File: src/rtl/button_event_controller_if.sv
// button_event_controller_if: raw button levels in, debounced levels, event pulses and mode index out.
interface button_event_controller_if #(
    parameter int NUM_BUTTONS = 7,
    parameter int MODE_W      = 2
);
    logic [NUM_BUTTONS-1:0] pButton;
    logic [NUM_BUTTONS-1:0] vLevel;
    logic [NUM_BUTTONS-1:0] vPress;
    logic [NUM_BUTTONS-1:0] vRelease;
    logic [NUM_BUTTONS-1:0] vLong;
    logic [NUM_BUTTONS-1:0] vRepeat;
    logic [MODE_W-1:0]      clk_mode;
    modport master (output pButton, input vLevel, vPress, vRelease, vLong, vRepeat, clk_mode);
    modport slave  (input pButton, output vLevel, vPress, vRelease, vLong, vRepeat, clk_mode);
endinterface

File: src/rtl/button_event_controller.sv
// button_event_controller: per-channel sync/debounce with press, release, long and repeat events, plus a mode counter.
module button_event_controller #(
    parameter int                     NUM_BUTTONS     = 7,
    parameter int                     DEBOUNCE_CYCLES = 20000,
    parameter int                     LONG_CYCLES     = 2000000,
    parameter int                     REPEAT_CYCLES   = 200000,
    parameter logic [NUM_BUTTONS-1:0] REPEAT_MASK     = '1,
    parameter int                     MODE_BTN        = 0,
    parameter int                     NUM_MODES       = 3,
    parameter int                     MODE_W          = 2
) (
    input logic                      mclk,
    input logic                      rst,
    button_event_controller_if.slave bus
);
    localparam int DW = $clog2(DEBOUNCE_CYCLES);
    localparam int HW = $clog2(LONG_CYCLES > REPEAT_CYCLES ? LONG_CYCLES : REPEAT_CYCLES);
    typedef enum logic [1:0] {IDLE, HELD, LONG} hold_e;
    logic [NUM_BUTTONS-1:0] sync1_q, sync2_q;
    logic [NUM_BUTTONS-1:0] level_q, level_d, press_q, press_d, release_q, release_d;
    logic [NUM_BUTTONS-1:0] long_q, long_d, repeat_q, repeat_d;
    logic [NUM_BUTTONS-1:0] flip, long_hit, rep_hit;
    logic [DW-1:0]          deb_q   [NUM_BUTTONS];
    logic [DW-1:0]          deb_d   [NUM_BUTTONS];
    logic [HW-1:0]          hold_q  [NUM_BUTTONS];
    logic [HW-1:0]          hold_d  [NUM_BUTTONS];
    hold_e                  state_q [NUM_BUTTONS];
    hold_e                  state_d [NUM_BUTTONS];
    logic [MODE_W-1:0]      mode_q, mode_d;
    always_comb begin
        for (int i = 0; i < NUM_BUTTONS; i++) begin
            flip[i]      = (sync2_q[i] != level_q[i]) && (deb_q[i] == DW'(DEBOUNCE_CYCLES - 1));
            deb_d[i]     = (sync2_q[i] == level_q[i] || flip[i]) ? '0 : deb_q[i] + 1'b1;
            level_d[i]   = flip[i] ? sync2_q[i] : level_q[i];
            press_d[i]   = flip[i] & sync2_q[i];
            release_d[i] = flip[i] & ~sync2_q[i];
            long_hit[i]  = (state_q[i] == HELD) && (hold_q[i] == HW'(LONG_CYCLES - 1));
            rep_hit[i]   = (state_q[i] == LONG) && REPEAT_MASK[i] && (hold_q[i] == HW'(REPEAT_CYCLES - 1));
            // A release landing on a terminal count wins and swallows the pulse
            long_d[i]    = long_hit[i] & ~release_d[i];
            repeat_d[i]  = rep_hit[i] & ~release_d[i];
            state_d[i]   = release_d[i] ? IDLE : press_d[i] ? HELD : long_hit[i] ? LONG : state_q[i];
            hold_d[i]    = (release_d[i] | press_d[i] | long_hit[i] | rep_hit[i]) ? '0 :
                           (state_q[i] == HELD || (state_q[i] == LONG && REPEAT_MASK[i])) ? hold_q[i] + 1'b1 : '0;
        end
        mode_d = !press_d[MODE_BTN] ? mode_q : (mode_q == MODE_W'(NUM_MODES - 1)) ? '0 : mode_q + 1'b1;
    end
    always_ff @(posedge mclk or negedge rst) begin
        if (!rst) begin
            sync1_q   <= '0;
            sync2_q   <= '0;
            level_q   <= '0;
            press_q   <= '0;
            release_q <= '0;
            long_q    <= '0;
            repeat_q  <= '0;
            mode_q    <= '0;
            for (int i = 0; i < NUM_BUTTONS; i++) begin
                deb_q[i]   <= '0;
                hold_q[i]  <= '0;
                state_q[i] <= IDLE;
            end
        end else begin
            sync1_q   <= bus.pButton;
            sync2_q   <= sync1_q;
            level_q   <= level_d;
            press_q   <= press_d;
            release_q <= release_d;
            long_q    <= long_d;
            repeat_q  <= repeat_d;
            mode_q    <= mode_d;
            for (int i = 0; i < NUM_BUTTONS; i++) begin
                deb_q[i]   <= deb_d[i];
                hold_q[i]  <= hold_d[i];
                state_q[i] <= state_d[i];
            end
        end
    end
    assign bus.vLevel   = level_q;
    assign bus.vPress   = press_q;
    assign bus.vRelease = release_q;
    assign bus.vLong    = long_q;
    assign bus.vRepeat  = repeat_q;
    assign bus.clk_mode = mode_q;
endmodule

File: src/flat_wrapper.sv
// flat-port wrapper written by rule: the top's interface ports become plain ports
module button_event_controller_flat 
#(
    parameter int                     NUM_BUTTONS     = 7,
    parameter int                     DEBOUNCE_CYCLES = 20000,
    parameter int                     LONG_CYCLES     = 2000000,
    parameter int                     REPEAT_CYCLES   = 200000,
    parameter logic [NUM_BUTTONS-1:0] REPEAT_MASK     = '1,
    parameter int                     MODE_BTN        = 0,
    parameter int                     NUM_MODES       = 3,
    parameter int                     MODE_W          = 2
)
  (mclk, rst, bus_pButton, bus_vLevel, bus_vPress, bus_vRelease, bus_vLong, bus_vRepeat, bus_clk_mode);
  button_event_controller_if #(.NUM_BUTTONS(NUM_BUTTONS), .MODE_W(MODE_W)) bus_i ();
  input logic mclk;
  input logic rst;
  input wire logic [$bits(bus_i.pButton)-1:0] bus_pButton;
  output wire logic [$bits(bus_i.vLevel)-1:0] bus_vLevel;
  output wire logic [$bits(bus_i.vPress)-1:0] bus_vPress;
  output wire logic [$bits(bus_i.vRelease)-1:0] bus_vRelease;
  output wire logic [$bits(bus_i.vLong)-1:0] bus_vLong;
  output wire logic [$bits(bus_i.vRepeat)-1:0] bus_vRepeat;
  output wire logic [$bits(bus_i.clk_mode)-1:0] bus_clk_mode;
  assign bus_i.pButton = bus_pButton;
  assign bus_vLevel = bus_i.vLevel;
  assign bus_vPress = bus_i.vPress;
  assign bus_vRelease = bus_i.vRelease;
  assign bus_vLong = bus_i.vLong;
  assign bus_vRepeat = bus_i.vRepeat;
  assign bus_clk_mode = bus_i.clk_mode;
  button_event_controller #(.NUM_BUTTONS(NUM_BUTTONS), .DEBOUNCE_CYCLES(DEBOUNCE_CYCLES), .LONG_CYCLES(LONG_CYCLES), .REPEAT_CYCLES(REPEAT_CYCLES), .REPEAT_MASK(REPEAT_MASK), .MODE_BTN(MODE_BTN), .NUM_MODES(NUM_MODES), .MODE_W(MODE_W)) u_core (.mclk(mclk), .rst(rst), .bus(bus_i));
endmodule
File: config.mk
export PLATFORM = sky130hd
export DESIGN_NAME = button_event_controller_flat
export DESIGN_NICKNAME = d
export VERILOG_FILES = /design/src/rtl/button_event_controller_if.sv /design/src/rtl/button_event_controller.sv /design/src/flat_wrapper.sv
export SDC_FILE = /design/constraint.sdc
export NUM_CORES = 1
export LEC_CHECK = 0
export ABC_AREA = 0
export CAP_MARGIN = 20
export CORE_ASPECT_RATIO = 0.8
export CORE_UTILIZATION = 62
export DETAILED_ROUTE_END_ITERATION = 12
export PLACE_DENSITY_LB_ADDON = 0.25
export SYNTH_ARGS = -nofsm -noshare
export SYNTH_HDL_FRONTEND = slang
export SYNTH_SLANG_ARGS = --single-unit
File: constraint.sdc
create_clock -name mclk -period 2.3 [get_ports mclk]
set_input_delay 0.46 -clock mclk [delete_from_list [all_inputs] [get_ports mclk]]
set_output_delay 0.46 -clock mclk [all_outputs]
set_load 0.01 [all_outputs]
After elaboration in Yosys (flattened, before gate mapping):

Index checks and enable logic that the tools add are counted.

* logic and storage cells: 248
* bits in registers: 317

* reductions and logical operators: 42
* add/subtract/negate cells: 15
* multiplexer cells: 43
* bitwise gates (word level): 63
* eq/ne operators: 50

Operators by type and width (count)
* 2-to-1 mux 21 bit: 14
* adder 21 x 1 -> 21 bit (second input constant): 7
* == test 21 x 18 -> 1 bit (second input constant): 7
* == test 21 bit (second input constant): 7
* adder 15 x 1 -> 15 bit (second input constant): 7
* == test 15 bit (second input constant): 7
* 2-to-1 mux 15 bit: 7
* 2-to-1 mux 2 bit: 22
* bitwise AND 1 bit: 28
* logical AND 1 bit: 21
* bitwise OR 1 bit: 21
* nonzero test 3 bit: 7
* == test 2 bit (second input constant): 8
* == test 2 x 1 -> 1 bit (second input constant): 7
* logical OR 1 bit: 14
* inverter 1 bit: 14
* == test 1 bit: 7
* != test 1 bit: 7
* adder 2 x 1 -> 2 bit (second input constant): 1

Longest topological paths before layout:

Gate-level depths: netlist of run 1.

* depth in word-level cells: 7
* depth in mapped cells: 8
* depth with buffers taken out: 7

Least setup slack after synthesis of run 1:

No wires, ideal clock.

* kind: register -> register
* start: register u_core.deb_q[60] in the netlist's numbering
* end: register u_core.hold_q[97] in the netlist's numbering
* stages on the path, launching flop included: 8
* setup time: 70 ps
* clock period less this slack: 1885 ps
* arrival: 1814 ps
* buffers on the path: 1
* required time: 2230 ps
* path slack: 415 ps
* path through: dfrtp_1 > ha_1 > and4_1 > nand4_1 > nor2_1 > or4b_4 > buf_12 > nor2_2

RTL lines
* start: declaration: line button_event_controller.sv:23 `logic [DW-1:0] deb_q [NUM_BUTTONS];`
* start signal: indexed assignment: line button_event_controller.sv:73 `deb_q[i] <= deb_d[i];`
* end signal: indexed assignment: line button_event_controller.sv:74 `hold_q[i] <= hold_d[i];`
* end: declaration: line button_event_controller.sv:25 `logic [HW-1:0] hold_q [NUM_BUTTONS];`

==> out/summary.txt, run 1 <==
RSZ-0062 raised after global routing -> no
Core ar. -> 0.02352 mm²
Final hold violation count -> 0
Pins over their slew limit -> 0
Crit path kind -> flop to flop
Share of cells above drive strength 1 -> 7.039%
DRC -> 0
GRT Total Usage -> 22.70%
ANT cells -> 0
Final setup TNS -> 0 ns
Area leader, netlist -> dfrtp_1
CTS Sinks -> 317
Largest net degree at the start of global routing -> 66
DIE AREA -> 0.02474 mm²
Rows -> 50
Initial core utilization -> 63.55%
Setup crit end kind -> flop
Via Count -> 10420
# nets final -> 1592
Drt total wl -> 26890 µm
Maximum VDD drop -> 0.5602 mV
Min-delay worst type -> flop to flop
Commonest non-fill, non-tap cell in the layout -> dfrtp_1
Root buffer cell -> clkbuf_16
Synthesized instance count -> 1490
MaxCap Viol Count -> 0
Post-synth net total -> 1527
Achievable frequency -> 0.4756 GHz
I/O pin total -> 46
Design area -> 0.01687 mm²
Tmin final -> 2.102 ns
Initial drt markers -> 776
Die Width -> 175.6 µm
DRT antenna net count -> 0
Leading post-synthesis cells by cell area -> dfrtp_1 53%, xor2_1 8.6%, nor2_1 7.1%, xnor2_1 4.5%, nand3_1 3.2%
Post-Place Cell Area -> 0.01577 mm²
Setup Viol. Count Final -> 0
CP max FO -> 21
Most frequent cells in the layout -> 317 x dfrtp_1, 283 x nor2_1, 146 x xor2_1
Htree depth -> 1
Leakage power -> 0.007102 µW
Relative slew slack -> 41.78%
CTS tree -> yes
Initial antenna violation count -> 0
Count of cell types in the netlist -> 50
Synthesized flop and latch total -> 317
Maximum clock insertion buffer count -> 3
Run status -> complete, no violations
CTS buffer count -> 31
Top-area cell type share of the netlist area -> 53.07%
CP arrival -> 2.53 ns
Drt first pass iters -> 5
Clk_lat worst skew -> 0.55 ns
Mapped Area -> 0.01495 mm²
Nature of the critical path startpoint -> flop
Die height -> 140.9 µm
Reg clk slew, reported paths -> 0.06 ns
Final period util -> 91.41%
P per Cell Area -> 666.1 mW/mm²
Overflow after GRT -> 0
Number of port buffers -> 45
Via count normalized by instance count -> 5.515
First-pass GRT wire length -> 47270 µm
Area Overhead vs Synth -> 12.86%
Least-Margin Pin Slew -> 0.8707 ns
Fin util -> 71.72%
Ys Warns -> 0
Vias in the first global route -> 10090
Sequential area share after synthesis -> 53.07%
Dpl hpwl -> 17920 µm
Wire length per cell -> 14.23 µm
GP Congestion -> 0.8169
Clk_skew -> 0.006866 ns
Avg Cell Area, Syn -> 10.03 µm²
Req. time, crit path -> 2.72 ns
## flip-flops by register name, indices dropped and copies added (netlist names)
name / flops
u_core.bus.clk_mode: 2
u_core.bus.vPress: 7
u_core.bus.vRelease: 7
u_core.deb_q: 105
u_core.sync2_q: 7
u_core.hold_q: 147
u_core.state_q: 14
u_core.bus.vLong: 7
u_core.bus.vLevel: 7
u_core.bus.vRepeat: 7
u_core.sync1_q: 7
## worst max-delay path, cell delays in order, from the launching register on
cell and delay, ns:
dfrtp_1 0.42, or4_1 0.57, nor4_2 0.23, nand3_1 0.25
nand4b_1 0.16, buf_4 0.26, nor2_1 0.09
## logic make-up (layout without fill, tap and decap cells)
| kind of cell | after synthesis | after routing | synth area share [%] |
|---|---|---|---|
| buf+inv | 84 | 171 | 2.762 |
| simple gates | 791 | 791 | 26.83 |
| compound gates | 45 | 45 | 1.783 |
| fa+ha+maj | 28 | 28 | 2.344 |
| xor+xnor | 223 | 223 | 13.07 |
| flops | 317 | 317 | 53.07 |
| mux | 2 | 2 | 0.1507 |
## routing by layer
layer	GRT usage (%)	part of all wire [%]	wire, µm	vias up
met5	0	0	0	-
met4	5.172	1.6	435	0
met3	2.940	3.3	878	34
met2	35.84	45	12130	174
met1	33.68	50	13440	5023
li1	-	-	-	5187
## where the power goes
group          internal (µW)  total (µW)  switching [µW]
registers               5620        5660            41.7
clock network           3280        5340            2060
logic                   69.5         237             168
## metrics by stage
stage	std cells	setup slack, ns	power, µW	hold WS (ns)
floorplan	1490	0.4154	5834	0.1644
global placement	1833	0.2155	5999	0.3314
detailed placement	1833	0.09538	6005	0.3358
CTS	1889	0.09169	11370	0.3261
global route	1889	0.03671	11630	0.3306
finish	1889	0.1976	11240	0.3433
## cell usage after synthesis, drive strengths merged
cell type,number
nor3b,3
mux2,2
nand2,118
nand4bb,2
and4b,2
nand4,72
a21oi,17
nor4,21
nand2b,8
and4,16
nand4b,3
o311ai,1
clkbuf,16
or4b,3
buf,18
and3,46
ha,28
and2,7
o211ai,4
a22oi,6
o21ai,14
nor4b,19
nor3,40
xnor2,77
nor2,303
dfrtp,317
nor2b,2
inv,50
a31oi,1
xor2,146
or4,7
or2,3
a21boi,1
nand3,100
nor4bb,3
o31a,1
or3,13
## final cells by class
class                           instances  area [µm²]
Sequential cell                       317        7933
Fill cell                            1703        6653
Multi-Input combinational cell       1089        6605
Clock buffer                           45       908.4
Timing Repair Buffer                   66       665.6
Tap cell                              312       390.4
Inverter                               50       187.7
Clock inverter                         10       180.2
## path summary, 6_finish.rpt
path / start / to / slack, ns / cells past startpoint
max in group asynchronous: rst / u_core.bus.vLong[1] / 1.16 / 3
max: u_core.hold_q[119] / u_core.hold_q[112] / 0.20 / 6
min: u_core.sync1_q[4] / u_core.sync2_q[4] / 0.34 / 0
min reg2reg: u_core.sync1_q[4] / u_core.sync2_q[4] / 0.34 / 0
max reg2reg: u_core.hold_q[119] / u_core.hold_q[112] / 0.20 / 6
min in group asynchronous: rst / u_core.bus.vRepeat[6] / 0.43 / 2
## timing repair
| item | CTS | global route |
|---|---|---|
| resized for setup | 0 | 2 |
| hold buffers | 1 | 0 |
| endpoints found under the setup margin | 0 | 34 |
| hold endpoints to repair | 46 | 0 |
| buffers inserted | 0 | 0 |
Note: power is estimated with default switching activity, not from simulation.
==> run 2, diff against run 1 <==
--- a/config.mk
+++ b/config.mk
@@ -7,10 +7,13 @@
 export LEC_CHECK = 0
 export ABC_AREA = 0
 export CAP_MARGIN = 20
+export CELL_PAD_IN_SITES_DETAIL_PLACEMENT = 1
+export CELL_PAD_IN_SITES_GLOBAL_PLACEMENT = 1
 export CORE_ASPECT_RATIO = 0.8
-export CORE_UTILIZATION = 62
+export CORE_UTILIZATION = 49
 export DETAILED_ROUTE_END_ITERATION = 12
 export PLACE_DENSITY_LB_ADDON = 0.25
 export SYNTH_ARGS = -nofsm -noshare
 export SYNTH_HDL_FRONTEND = slang
 export SYNTH_SLANG_ARGS = --single-unit
+export TNS_END_PERCENT = 1
==> run 2 against run 1 <==
Utilization down 14 points; clock power up 4.7%; critical path type unchanged; critical endpoint is now u_core.hold_q[102]; clock skew up 0.0045 ns; non-clock buffer count up 1; final cell count up 5.3%.
==> out/summary.txt, run 2 (synthesis results as in run 1) <==
DRC -> 0 (unchanged)
Drt first pass iters -> 4 (-1)
Rows -> 56 (+12%)
Clk_lat worst skew -> 0.52 ns (-0.03 ns)
Drt total wl -> 32480 µm (+21%)
Initial antenna violation count -> 0 (unchanged)
P_int -> 9006 µW (+0.44%)
Wire length per cell -> 16.33 µm (+15%)
P per Cell Area -> 674.1 mW/mm² (+1.2%)
CTS Sinks -> 317 (unchanged)
I/O pin total -> 46 (unchanged)
Least-Margin Pin Slew -> 0.6300 ns (-0.2408 ns)
Tmin final -> 2.116 ns (+0.01350 ns)
Final hold violation count -> 0 (unchanged)
Final setup TNS -> 0 ns (unchanged)
Run status -> complete, no violations
Overflow after GRT -> 0 (unchanged)
CP max FO -> 21 (unchanged)
M1 GR Usage -> 30.40% (-3.3 points)
Reg clk slew, reported paths -> 0.06 ns (about the same)
MaxCap Viol Count -> 0 (unchanged)
RSZ-0062 raised after global routing -> no
Most used cell, CP -> and3_1
Crit path kind -> flop to flop
Sequential Power Share -> 49.3% (-1.1 points)
Dpl hpwl -> 21560 µm (+20%)
Via Count -> 10740 (+3.1%)
Worst stage delay on the critical path -> 0.67 ns (+0.10 ns)
Most frequent cells in the layout -> 317 x dfrtp_1, 283 x nor2_1, 146 x xor2_1
Min-delay worst type -> flop to flop
Regs by FF count -> u_core.hold_q: 147 flops, u_core.deb_q: 105 flops, u_core.state_q: 14 flops
Setup Viol. Count Final -> 0 (unchanged)
Setup crit end kind -> flop
Critical Path, Cell by Cell -> inv_1 -> ha_1 -> nor4b_1 -> and3_1 -> and3_1 -> or4b_4 -> nor2_2
Post-Layout Cell Count -> 1989 (+5.3%)
Number of port buffers -> 45 (unchanged)
Area Overhead vs Synth -> 14.08%
Maximum clock insertion buffer count -> 3 (unchanged)
Net Sw Frac -> 21.66% (+1.5 points)
CTS buffer count -> 35 (+13%)
Final worst slack -> 0.1841 ns (-0.01350 ns)
Via count normalized by instance count -> 5.398 (-2.1%)
Die height -> 158.2 µm (+12%)
Fill count -> 3269 (+92%)
ANT cells -> 0 (unchanged)
Relative slew slack -> 57.41% (+16 points)
Req. time, crit path -> 2.74 ns (+0.02 ns)
Max reg flops -> 147 (unchanged)
DIE AREA -> 0.03121 mm² (+26%)
Htree depth -> 2 (+1)
Multi-input logic area -> 0.006611 mm² (about the same)
Maximum VDD drop -> 0.6232 mV (+11%)
Register name with the most flops -> u_core.hold_q
Switching pwr -> 2490 µW (+9.7%)
GRT Total Usage -> 22.10% (-0.60 points)
Slowest CP cell -> or4b_4
Comb power frac -> 2.1% (about the same)
CTS tree -> yes
Grt met3 use -> 3.366% (+0.43 points)
Die Width -> 197.3 µm (+12%)
Clk_skew -> 0.01136 ns (+0.004495 ns)
Seq. cell area -> 0.007933 mm² (unchanged)
First-pass GRT wire length -> 56830 µm (+20%)
Vias in the first global route -> 11480 (+14%)
Nature of the critical path startpoint -> flop
Largest net degree at the start of global routing -> 82 (+24%)
Commonest non-fill, non-tap cell in the layout -> dfrtp_1
Dpl cells -> 1928 (+5.2%)
CP arrival -> 2.56 ns (+0.03 ns)
Final period util -> 92.00% (+0.59 points)
Root buffer cell -> clkbuf_16
GRT busiest layer -> met2
Clk pwr share -> 48.6% (+1.1 points)
Fin util -> 57.54% (-14 points)
Setup Buffers After CTS -> 0 (unchanged)
GR Layer Usage met2 -> 36.59% (+0.74 points)
DRT antenna net count -> 0 (unchanged)
Initial drt markers -> 468 (-40%)
Pwr Total -> 11500 µW (+2.3%)
Pins over their slew limit -> 0 (unchanged)
Core ar. -> 0.02964 mm² (+26%)
# nets final -> 1597 (+0.31%)
GP Congestion -> 0.7920 (-3.0%)
Achievable frequency -> 0.4726 GHz (-0.64%)
Dpl ws -> 0.1131 ns (+0.01768 ns)
Share of cells above drive strength 1 -> 7.328% (+0.29 points)
Initial core utilization -> 50.43% (-13 points)
Leakage power -> 0.007153 µW (+0.71%)
-- run 2: power groups by stage --
stage	clock network (µW)	logic [µW]	registers, µW
finish	5590	246	5660
global route	5930	291	5660
CTS	5760	260	5660
detailed placement	0	254	5760
global placement	0	246	5760
floorplan	0	81.9	5750
-- run 2: metal layers --
metal  wire [µm]  up-vias
met1       15630     5417
li1            -     5178
met3         843       46
met5           0        -
met4         603        0
met2       15400       96
-- run 2: stage by stage --
stage / hold slack [ns] / instance area [µm²]
detailed placement: 0.3356 / 15890
floorplan: 0.1644 / 14950
global placement: 0.3339 / 15890
global route: 0.3518 / 17050
CTS: 0.3490 / 17040
finish: 0.3455 / 17050
-- run 2: critical path, delay by kind of cell, from the launching register on --
family | cells | cell delay [ns]
adder cells (fa/ha/maj) | 1 | 0.21
flip-flops | 1 | 0.41
buffers and inverters | 1 | 0.07
AND/OR/NAND/NOR | 5 | 1.34
-- run 2: layout make-up --
class	count	share of cell area, %
Tap cell	406	2.979
Timing Repair Buffer	67	3.947
Clock inverter	13	0.7411
Sequential cell	317	46.52
Inverter	50	1.101
Multi-Input combinational cell	1089	38.77
Clock buffer	47	5.943
-- run 2: worst paths after layout --
check,from,end,slack [ns],cells after the start
worst max register to register,u_core.state_q[8],u_core.hold_q[102],0.18,7
min in group asynchronous,rst,u_core.sync1_q[6],0.45,2
max in group asynchronous,rst,u_core.deb_q[85],1.07,3
worst min-delay path,u_core.sync1_q[4],u_core.sync2_q[4],0.35,0
worst min register to register,u_core.sync1_q[4],u_core.sync2_q[4],0.35,0
worst max-delay path,u_core.state_q[8],u_core.hold_q[102],0.18,7
-- run 2: what timing repair did --
item | in CTS | in global routing
setup endpoints to repair | 0 | 1
hold buffers | 1 | 0
resized for setup | 0 | 1
hold endpoints to repair | 36 | 0
